`config.mk`:
```
export PLATFORM = sky130hd
export DESIGN_NAME = mem_port_arbiter
export DESIGN_NICKNAME = d
export VERILOG_FILES = /design/src/rtl/mem_arb_pkg.sv /design/src/rtl/rr_pick.sv /design/src/rtl/mem_port_arbiter.sv
export SDC_FILE = /design/constraint.sdc
export NUM_CORES = 1
export LEC_CHECK = 0
export CAP_MARGIN = 10
export CELL_PAD_IN_SITES_DETAIL_PLACEMENT = 1
export CELL_PAD_IN_SITES_GLOBAL_PLACEMENT = 2
export CORE_ASPECT_RATIO = 1.2
export CORE_MARGIN = 3
export CORE_UTILIZATION = 15
export CTS_CLUSTER_SIZE = 30
export DETAILED_ROUTE_END_ITERATION = 8
export PLACE_DENSITY = 0.95
export SLEW_MARGIN = 20
export SYNTH_ARGS = -nofsm -noshare
export SYNTH_HDL_FRONTEND = slang
export SYNTH_HIERARCHICAL = 1
export SYNTH_SLANG_ARGS = --single-unit
export TNS_END_PERCENT = 20
```
`constraint.sdc`:
```
create_clock -name clk -period 6.85 [get_ports clk]
set_input_delay 1.37 -clock clk [delete_from_list [all_inputs] [get_ports clk]]
set_output_delay 1.37 -clock clk [all_outputs]
set_load 0.01 [all_outputs]
```
`src/rtl/mem_arb_pkg.sv`:
```
// Shared types and widths for the main-memory port arbiter.
package mem_arb_pkg;

    localparam int unsigned MEM_A_WIDTH    = 13;
    localparam int unsigned MEM_D_WIDTH    = 16;
    localparam int unsigned MEM_MASK_WIDTH = 2;

    // One requester's access, as presented to the memory port.
    typedef struct packed {
        logic [MEM_A_WIDTH-1:0]    addr;
        logic                      we;
        logic [MEM_MASK_WIDTH-1:0] mask;
        logic [MEM_D_WIDTH-1:0]    wdata;
        logic                      lock;
    } mem_req_t;

    typedef enum logic {
        UNLOCKED = 1'b0,
        LOCKED   = 1'b1
    } lock_state_t;

endpackage

```
`src/rtl/rr_pick.sv`:
```
// Rotating-priority one-hot picker: first set bit of req at or above ptr, wrapping.
module rr_pick #(
    parameter int unsigned N     = 3,
    parameter int unsigned PTR_W = 2
) (
    input  logic [N-1:0]     req,
    input  logic [PTR_W-1:0] ptr,
    output logic [N-1:0]     grant
);

    logic found;

    // Walk offsets from ptr; the first requesting slot wins.
    always_comb begin
        grant = '0;
        found = 1'b0;
        for (int unsigned off = 0; off < N; off++) begin
            for (int unsigned i = 0; i < N; i++) begin
                if (!found && req[i] && (i == (32'(ptr) + off) % N)) begin
                    grant[i] = 1'b1;
                    found    = 1'b1;
                end
            end
        end
    end

endmodule

```
`src/rtl/mem_port_arbiter.sv`:
```
// Round-robin arbiter sharing one main-memory port, with a timed RMW lock.
module mem_port_arbiter
    import mem_arb_pkg::*;
#(
    parameter int unsigned NUM_REQ      = 3,
    parameter int unsigned LOCK_TIMEOUT = 15
) (
    input  logic                                   clk,
    input  logic                                   rst_n,
    input  logic [NUM_REQ-1:0]                     req_valid,
    input  logic [NUM_REQ-1:0][MEM_A_WIDTH-1:0]    req_addr,
    input  logic [NUM_REQ-1:0]                     req_we,
    input  logic [NUM_REQ-1:0][MEM_MASK_WIDTH-1:0] req_mask,
    input  logic [NUM_REQ-1:0][MEM_D_WIDTH-1:0]    req_wdata,
    input  logic [NUM_REQ-1:0]                     req_lock,
    output logic [NUM_REQ-1:0]                     req_ready,
    output logic [NUM_REQ-1:0]                     rsp_valid,
    output logic [MEM_D_WIDTH-1:0]                 rsp_rdata,
    output logic                                   lock_abort,
    output logic [MEM_A_WIDTH-1:0]                 mem_addr,
    output logic                                   mem_write_en,
    output logic [MEM_MASK_WIDTH-1:0]              mem_write_mask,
    output logic [MEM_D_WIDTH-1:0]                 mem_write_data,
    input  logic [MEM_D_WIDTH-1:0]                 mem_read_data
);

    localparam int unsigned     PtrW    = (NUM_REQ > 1) ? $clog2(NUM_REQ) : 1;
    localparam int unsigned     CntW    = 8;
    localparam logic [CntW-1:0] CntMax  = CntW'(LOCK_TIMEOUT);
    localparam logic [PtrW-1:0] LastIdx = PtrW'(NUM_REQ - 1);

    lock_state_t        state_q, state_d;
    logic [PtrW-1:0]    owner_q, owner_d;
    logic [PtrW-1:0]    rr_ptr_q, rr_ptr_d;
    logic [CntW-1:0]    lock_cnt_q, lock_cnt_d;
    logic [NUM_REQ-1:0] rsp_valid_q;

    logic [NUM_REQ-1:0] owner_oh, cand, pick, grant;
    logic [PtrW-1:0]    grant_idx;
    logic               granted, owner_valid, abort;
    mem_req_t           sel;

    function automatic logic [PtrW-1:0] next_idx(input logic [PtrW-1:0] idx);
        return (idx == LastIdx) ? '0 : idx + 1'b1;
    endfunction

    // Candidates: everyone when unlocked, only the owner while a lock is held.
    always_comb begin
        owner_oh = '0;
        for (int unsigned i = 0; i < NUM_REQ; i++) begin
            owner_oh[i] = (owner_q == PtrW'(i));
        end
        owner_valid = |(req_valid & owner_oh);
        cand        = (state_q == LOCKED) ? (req_valid & owner_oh) : req_valid;
    end

    rr_pick #(
        .N     (NUM_REQ),
        .PTR_W (PtrW)
    ) u_rr_pick (
        .req   (cand),
        .ptr   (rr_ptr_q),
        .grant (pick)
    );

    // Select the granted access; grant is forced low while reset is asserted.
    always_comb begin
        grant     = rst_n ? pick : '0;
        granted   = |grant;
        grant_idx = '0;
        sel       = '0;
        for (int unsigned i = 0; i < NUM_REQ; i++) begin
            if (grant[i]) begin
                grant_idx = PtrW'(i);
                sel.addr  = req_addr[i];
                sel.we    = req_we[i];
                sel.mask  = req_mask[i];
                sel.wdata = req_wdata[i];
                sel.lock  = req_lock[i];
            end
        end
        // An idle owner at the count limit loses the lock; nobody is granted this cycle.
        abort = rst_n && (state_q == LOCKED) && !owner_valid && (lock_cnt_q == CntMax);
    end

    // Lock FSM, round-robin pointer and lock hold counter.
    always_comb begin
        state_d    = state_q;
        owner_d    = owner_q;
        rr_ptr_d   = rr_ptr_q;
        lock_cnt_d = lock_cnt_q;
        if (granted) begin
            rr_ptr_d   = next_idx(grant_idx);
            lock_cnt_d = '0;
            if (sel.lock) begin
                state_d = LOCKED;
                owner_d = grant_idx;
            end else begin
                state_d = UNLOCKED;
            end
        end else if (state_q == LOCKED) begin
            if (abort) begin
                state_d    = UNLOCKED;
                rr_ptr_d   = next_idx(owner_q);
                lock_cnt_d = '0;
            end else if (lock_cnt_q < CntMax) begin
                lock_cnt_d = lock_cnt_q + 1'b1;
            end
        end
    end

    // State registers; the response strobe records last cycle's grant.
    always_ff @(posedge clk or negedge rst_n) begin
        if (!rst_n) begin
            state_q     <= UNLOCKED;
            owner_q     <= '0;
            rr_ptr_q    <= '0;
            lock_cnt_q  <= '0;
            rsp_valid_q <= '0;
        end else begin
            state_q     <= state_d;
            owner_q     <= owner_d;
            rr_ptr_q    <= rr_ptr_d;
            lock_cnt_q  <= lock_cnt_d;
            rsp_valid_q <= grant;
        end
    end

    assign req_ready      = grant;
    assign rsp_valid      = rsp_valid_q;
    assign rsp_rdata      = mem_read_data;
    assign lock_abort     = abort;
    assign mem_addr       = sel.addr;
    assign mem_write_en   = sel.we;
    assign mem_write_mask = sel.mask;
    assign mem_write_data = sel.wdata;

endmodule

```
**Yosys cells after proc, flatten, opt, wreduce, memory -nomap -nowiden**

Index checks and enable logic that the tools add are counted.

- Register bits after elaboration: 16
- Output and inout bits: 55
- Word-level logic and storage cells: 102
- Bits of input ports: 120

- Bitwise logic cells: 1
- Multiplexer cells: 36
- Divide/modulo/power cells: 3
- Equality and inequality tests: 10
- Magnitude comparators: 1
- Add/subtract/negate cells: 5
- Reduce and logical (&&, ||, !) cells: 41

Operators by type and width:

| kind | number |
|---|---|
| 2-to-1 mux 33 bit | 3 |
| equality test 1 x 32 -> 1 bit, first input constant | 3 |
| equality test 2 x 32 -> 1 bit, first input constant | 3 |
| zero test 32 bit | 3 |
| modulo 32 x 2 -> 32 bit, second input constant | 2 |
| modulo 2 x 2 -> 32 bit, second input constant | 1 |
| 2-to-1 mux 8 bit | 4 |
| 2-to-1 mux 1 bit | 21 |
| logical AND 1 bit | 20 |
| 2-to-1 mux 2 bit | 6 |
| zero test 1 bit | 9 |
| adder 8 x 1 -> 8 bit, second input constant | 1 |
| equality test 8 x 4 -> 1 bit, second input constant | 1 |
| less-than comparator 8 x 4 -> 1 bit, second input constant | 1 |
| 2-to-1 mux 3 bit | 2 |
| AND reduction 2 bit | 3 |
| OR reduction 3 bit | 2 |
| adder 2 x 1 -> 2 bit, second input constant | 2 |
| equality test 2 bit, second input constant | 2 |
| nonzero test 2 bit | 2 |
| adder 2 x 1 -> 3 bit, second input constant | 1 |
| adder 2 x 2 -> 3 bit, second input constant | 1 |
| AND 3 bit | 1 |
| nonzero test 3 bit | 1 |
| 2 further kinds | 2 |

**Logic depth before layout (Yosys ltp)**

Gate-level depths: netlist (run 1).

- Depth after elaboration: 43
- Depth in mapped cells: 9
- Gate-level depth less buffers: 8

**Cells and area by module**

The synthesis (run 1) kept the hierarchy.

By module, submodules not included:

| module | area each (um2) | seq. area each (um2) | cells an instance | instances |
|---|---|---|---|---|
| mem_port_arbiter | 1519.0 | 400.4 | 163 | 1 |
| rr_pick | 120.1 | 0.0 | 15 | 1 |

**Worst setup path after synthesis (run 1)**

Ideal clock, no wire load.

- Path type: input to output
- From: in req_valid[1]
- To: out mem_addr[0]
- Stages on the path: 8
- Slack: 2.540 ns
- Path buffers: 1
- Data required time: 5.480 ns
- Arrival: 2.940 ns
- Cells stage by stage: a21boi_0 > o21ba_1 > o2111a_1 > nand2_1 > nand2_1 > nor2_1 > clkbuf_1 > a221o_1

- Word-level cells in the longest chain between the ends: 35
- Elaborated cells on any way between the ends: 44
- Those cells by class: mux (20); bitwise (1); reduce/logical (23)

Ends and longest elaborated chain:

| what | RTL line | source |
|---|---|---|
| start, declared | mem_port_arbiter.sv:10 | `input logic [NUM_REQ-1:0] req_valid,` |
| AND 3 bit | mem_port_arbiter.sv:54 | `cand = (state_q == LOCKED) ? (req_valid & owner_oh) : req_valid;` |
| 2-to-1 mux 3 bit * | mem_port_arbiter.sv:54 |  |
| logical AND 1 bit (2 in a row) | rr_pick.sv:19 | `if (!found && req[i] && (i == (32'(ptr) + off) % N)) begin` |
| 2-to-1 mux 1 bit | rr_pick.sv:19 |  |
| zero test 1 bit | rr_pick.sv:19 |  |
| logical AND 1 bit (2 in a row) | rr_pick.sv:19 |  |
| 2-to-1 mux 1 bit | rr_pick.sv:19 |  |
| zero test 1 bit | rr_pick.sv:19 |  |
| (+16 left out) | -- |  |
| logical AND 1 bit (2 in a row) | rr_pick.sv:19 |  |
| 2-to-1 mux 1 bit | rr_pick.sv:19 |  |
| zero test 1 bit | rr_pick.sv:19 |  |
| logical AND 1 bit (2 in a row) | rr_pick.sv:19 |  |
| 2-to-1 mux 1 bit * | rr_pick.sv:19 |  |
| named net pick[2] | mem_port_arbiter.sv:38 | `logic [NUM_REQ-1:0] owner_oh, cand, pick, grant;` |
| 2-to-1 mux 3 bit * | mem_port_arbiter.sv:68 | `grant = rst_n ? pick : '0;` |
| 2-to-1 mux 33 bit * | mem_port_arbiter.sv:73 | `if (grant[i]) begin` |
| end, declared | mem_port_arbiter.sv:20 | `output logic [MEM_A_WIDTH-1:0] mem_addr,` |

The timed path passes the listed nets; every way through them passes the cells marked *.

**Final worst setup path (run 1)**

- From: in req_valid[1]
- To: out mem_write_data[15]

- Word-level cells in the longest chain between the ends: 35
- Elaborated cells on any way between the ends: 44
- Those cells by class: mux (20); bitwise (1); reduce/logical (23)

Ends and longest elaborated chain:

| what | RTL line | source |
|---|---|---|
| AND 3 bit | mem_port_arbiter.sv:54 |  |
| 2-to-1 mux 3 bit * | mem_port_arbiter.sv:54 |  |
| named net cand[1] | mem_port_arbiter.sv:38 |  |
| logical AND 1 bit (2 in a row) | rr_pick.sv:19 |  |
| 2-to-1 mux 1 bit | rr_pick.sv:19 |  |
| zero test 1 bit | rr_pick.sv:19 |  |
| logical AND 1 bit (2 in a row) | rr_pick.sv:19 |  |
| 2-to-1 mux 1 bit | rr_pick.sv:19 |  |
| (+17 left out) | -- |  |
| logical AND 1 bit (2 in a row) | rr_pick.sv:19 |  |
| 2-to-1 mux 1 bit | rr_pick.sv:19 |  |
| zero test 1 bit | rr_pick.sv:19 |  |
| logical AND 1 bit (2 in a row) | rr_pick.sv:19 |  |
| 2-to-1 mux 1 bit * | rr_pick.sv:19 |  |
| named net pick[2] | mem_port_arbiter.sv:38 |  |
| 2-to-1 mux 3 bit * | mem_port_arbiter.sv:68 |  |
| 2-to-1 mux 33 bit * | mem_port_arbiter.sv:73 |  |
| end, declared | mem_port_arbiter.sv:23 | `output logic [MEM_D_WIDTH-1:0] mem_write_data,` |

Marks and branches as above.

==> summary.json, run 1 <==
{
  "status": "finished, final reports clean",
  "initial_core_util_pct": 15.5,
  "place.port_buffers": 142,
  "cts_made_buffers": 3,
  "rsz_0062_raised_after_global_routing": "false",
  "drt_wl_total_mm": 6.91,
  "grt_util_all_layers_pct": 11.1,
  "worstMarginPinSlew_ns": 0.643,
  "clock_sinks": 16,
  "die_x_um": 101,
  "drt_first_iter_violations": 31,
  "flow.area_growth_from_synthesis_pct": 93.5,
  "total_leakage_power_nw": 1.28,
  "syn_nets": 301,
  "layout-drive-gt1-share_pct": 8.31,
  "synth_cells": 178,
  "post_cts_resize_count": 0,
  "synth.cell_area_mm2": 0.00164,
  "setup_viol_count_final": 0,
  "cp_num_buf_inv": 4,
  "startpoint_class": "input pin",
  "synthDistinctLibCells": 44,
  "final.setup.tns_ns": 0,
  "grt_pass1_vias": 2153,
  "avgRoutedWirePerCell_um": 16.1,
  "gp_congestion": 0.774,
  "global_route.usage.met2_pct": 20.7,
  "tritoncts": "built",
  "antenna_left": 0,
  "ys_async_sr_fraction_pct": 100,
  "met1_usage_pct": 11.1,
  "clkTransAtPathRegs_ns": 0.05,
  "crit_path_top_delay_cell": "clkdlybuf4s50_1",
  "largest_net_degree_at_the_start_of_global_routing": 33,
  "cts-root-buf": "clkbuf_16",
  "first_pass_iters": 4,
  "vdd_drop_max_uv": 104,
  "ys_seq_area_share_pct": 24.4,
  "detailedPlacementHpwl_mm": 5.76,
  "synth_enable_flop_cells": 0,
  "io-pin-count": 175,
  "slew_violations": 0,
  "dieHeight_um": 121,
  "grt_first_pass_wirelength_mm": 10.7,
  "worst_slew_margin_rel_pct": 57.0,
  "post_synth_most_frequent_cells": "and2_1, a221o_1, buf_4, dfrtp_1",
  "globalRouteOverflowTotal": 0,
  "fp.coreArea_mm2": 0.0106,
  "drt-vias-per-instance": 4.43,
  "gr-usage-met3_pct": 3.52,
  "hp-start": "rr_ptr_q[1]",
  "startpoint_to_endpoint_class_of_the_critical_path": "in -> out",
  "cts_hold_repair.buffers": 0,
  "nNetsFinal": 425,
  "crit_family": "buffers and inverters",
  "yosysWarningCount": 6,
  "post_synthesis_mean_instance_area_um2": 9.21,
  "fp-row-count": 41,
  "final.setup.worst_slack_ns": 0.943,
  "worst-endpoint-required_ns": 5.48,
  "worstPathArrival_ns": 4.54,
  "crit_fanout": 19,
  "ys_ff_latch": 16,
  "fin_crit_share_pct": 86.2,
  "die_area_mm2": 0.0122,
  "fmaxAchievable_mhz": 169,
  "skew_ns": 0.00112,
  "synth_top_area_cell": "dfrtp_1",
  "routed-via-count": 1904,
  "timing.critical_path.to_type": "output pin",
  "cts_buffer_depth": 2,
  "critical_path_cell_by_cell": "clkdlybuf4s50_1 -> a21boi_0 -> o21ba_1 -> o2111a_1 -> nand2_1 -> clkinv_1 -> buf_4 -> a221o_1 -> clkdlybuf4s50_1",
  "grt_antenna_before_repair": 0,
  "worstSkewPairLatency_ns": 0.25,
  "cell_type_with_the_highest_occurrence_count_on_the_critical_path": "clkdlybuf4s50_1",
  "crit-reg2reg-launch": "owner_q[1]",
  "timing_hold_violations_final": 0,
  "cts_post_setup_buffers_inserted": 0,
  "post-route-drc-count": 0,
  "antenna-diode-count": 0,
  "synth_top_area_share_pct": 24.4,
  "yosys.cell_count.top_type": "and2_1",
  "critical_path.startpoint": "req_valid[1]",
  "ratio_of_total_power_to_cell_area_mw_per_mm2": 300,
  "synthFlopType": "dfrtp_1",
  "grt_most_used_layer": "met2",
  "max-cap-violations": 0,
  "yosys-top-cells-area": "dfrtp_1, a221o_1, and2_1",
  "post-route-min-period_ns": 5.91,
  "cpPeakStageDelay_ns": 0.49,
  "cts.htree.levels": 1,
  "place_ws_ns": 0.883,
  "hold_path.class": "reg -> reg"
}
==> cells by family (layout without fill, tap and decap cells) <==
| kind of cell | count (synthesis) | in the layout | share of synthesized area [%] |
|---|---|---|---|
| AND/OR/NAND/NOR | 67 | 67 | 25.6 |
| AO/OA/AOI/OAI | 53 | 53 | 31.2 |
| buffers and inverters | 32 | 155 | 11.8 |
| flip-flops | 16 | 16 | 24.4 |
| multiplexers | 4 | 4 | 3.13 |
| adder cells (fa/ha/maj) | 3 | 3 | 2.29 |
| XOR/XNOR | 3 | 3 | 1.60 |
==> sequential cells by signal, indices dropped and copies added, names as in the netlist <==
register and count:
lock_cnt_q 8, owner_q 2, rr_ptr_q 2, rsp_valid 3, state_q 1
==> report_power, final <==
part           internal, mW  switching (mW)
Clock                0.0888          0.0376
Sequential            0.124          0.0317
Combinational         0.380           0.290
Total                 0.593           0.359
==> metal layers <==
layer  part of all wire, %  vias to the layer above
met2                    53                       95
met5                     0                        -
met4                   3.6                        0
li1                      -                      900
met1                    35                      891
met3                   8.7                       18
==> layout by cell type, fill, tap and decap left out, types with 2 or more instances in the layout <==
cell,instances
clkdlybuf4s50_1,142
and2_1,35
a221o_1,32
dfrtp_1,16
nand2_1,8
and2_2,5
inv_1,4
nand2b_1,4
buf_4,4
a21boi_0,3
nor3_1,3
ha_1,3
clkbuf_16,3
nor2_2,2
o2111ai_1,2
xor2_1,2
nor2b_1,2
a22o_1,2
mux2_4,2
o21ba_1,2
==> area by class of cell <==
type                    instances  area [um2]
flip-flops and latches         16         400
inverters                       5        18.8
well taps                     129         161
fillers                      1247        7400
repair buffers                146        1450
multi-input cells             130        1050
clock buffers                   4        88.8
==> through the flow <==
stage          area [um2]  total power, mW  utilization (%)  hold WS, ns  std cells
2_1_floorplan        1640            0.526                -        0.508        178
3_3_place_gp         3080            0.818             29.2        0.532        426
3_5_place_dp         3080            0.833             29.2        0.544        426
4_1_cts              3170            0.967             30.0        0.566        430
5_1_grt              3170             1.02             30.0        0.579        430
6_report             3170            0.952             30.0        0.563        430
==> path summary, 6_finish.rpt <==
check                           cells past startpoint                 end  slack (ns)
worst min register to register                      1         rr_ptr_q[1]        0.56
min in group asynchronous                           1          owner_q[1]        1.52
worst max register to register                      8       lock_cnt_q[1]        4.02
worst max-delay path                                9  mem_write_data[15]        0.94
worst min-delay path                                1         rr_ptr_q[1]        0.56
max in group asynchronous                           2       lock_cnt_q[1]        4.77
==> worst reg2reg max path, cell delays in order (launching register included) <==
cell,delay (ns)
dfrtp_1,0.44
or2_2,0.34
a21boi_0,0.36
and2_2,0.23
o32ai_2,0.11
o31a_1,0.45
o211a_1,0.31
a21oi_2,0.14
mux2_1,0.33
Power figures use the tool's default switching activity.
==> inputs of run 2 (changes only) <==
TNS_END_PERCENT = default   (was 20)
==> results of run 2 <==
Same layout as run 1: the final DEF is identical, and so are final timing and power.
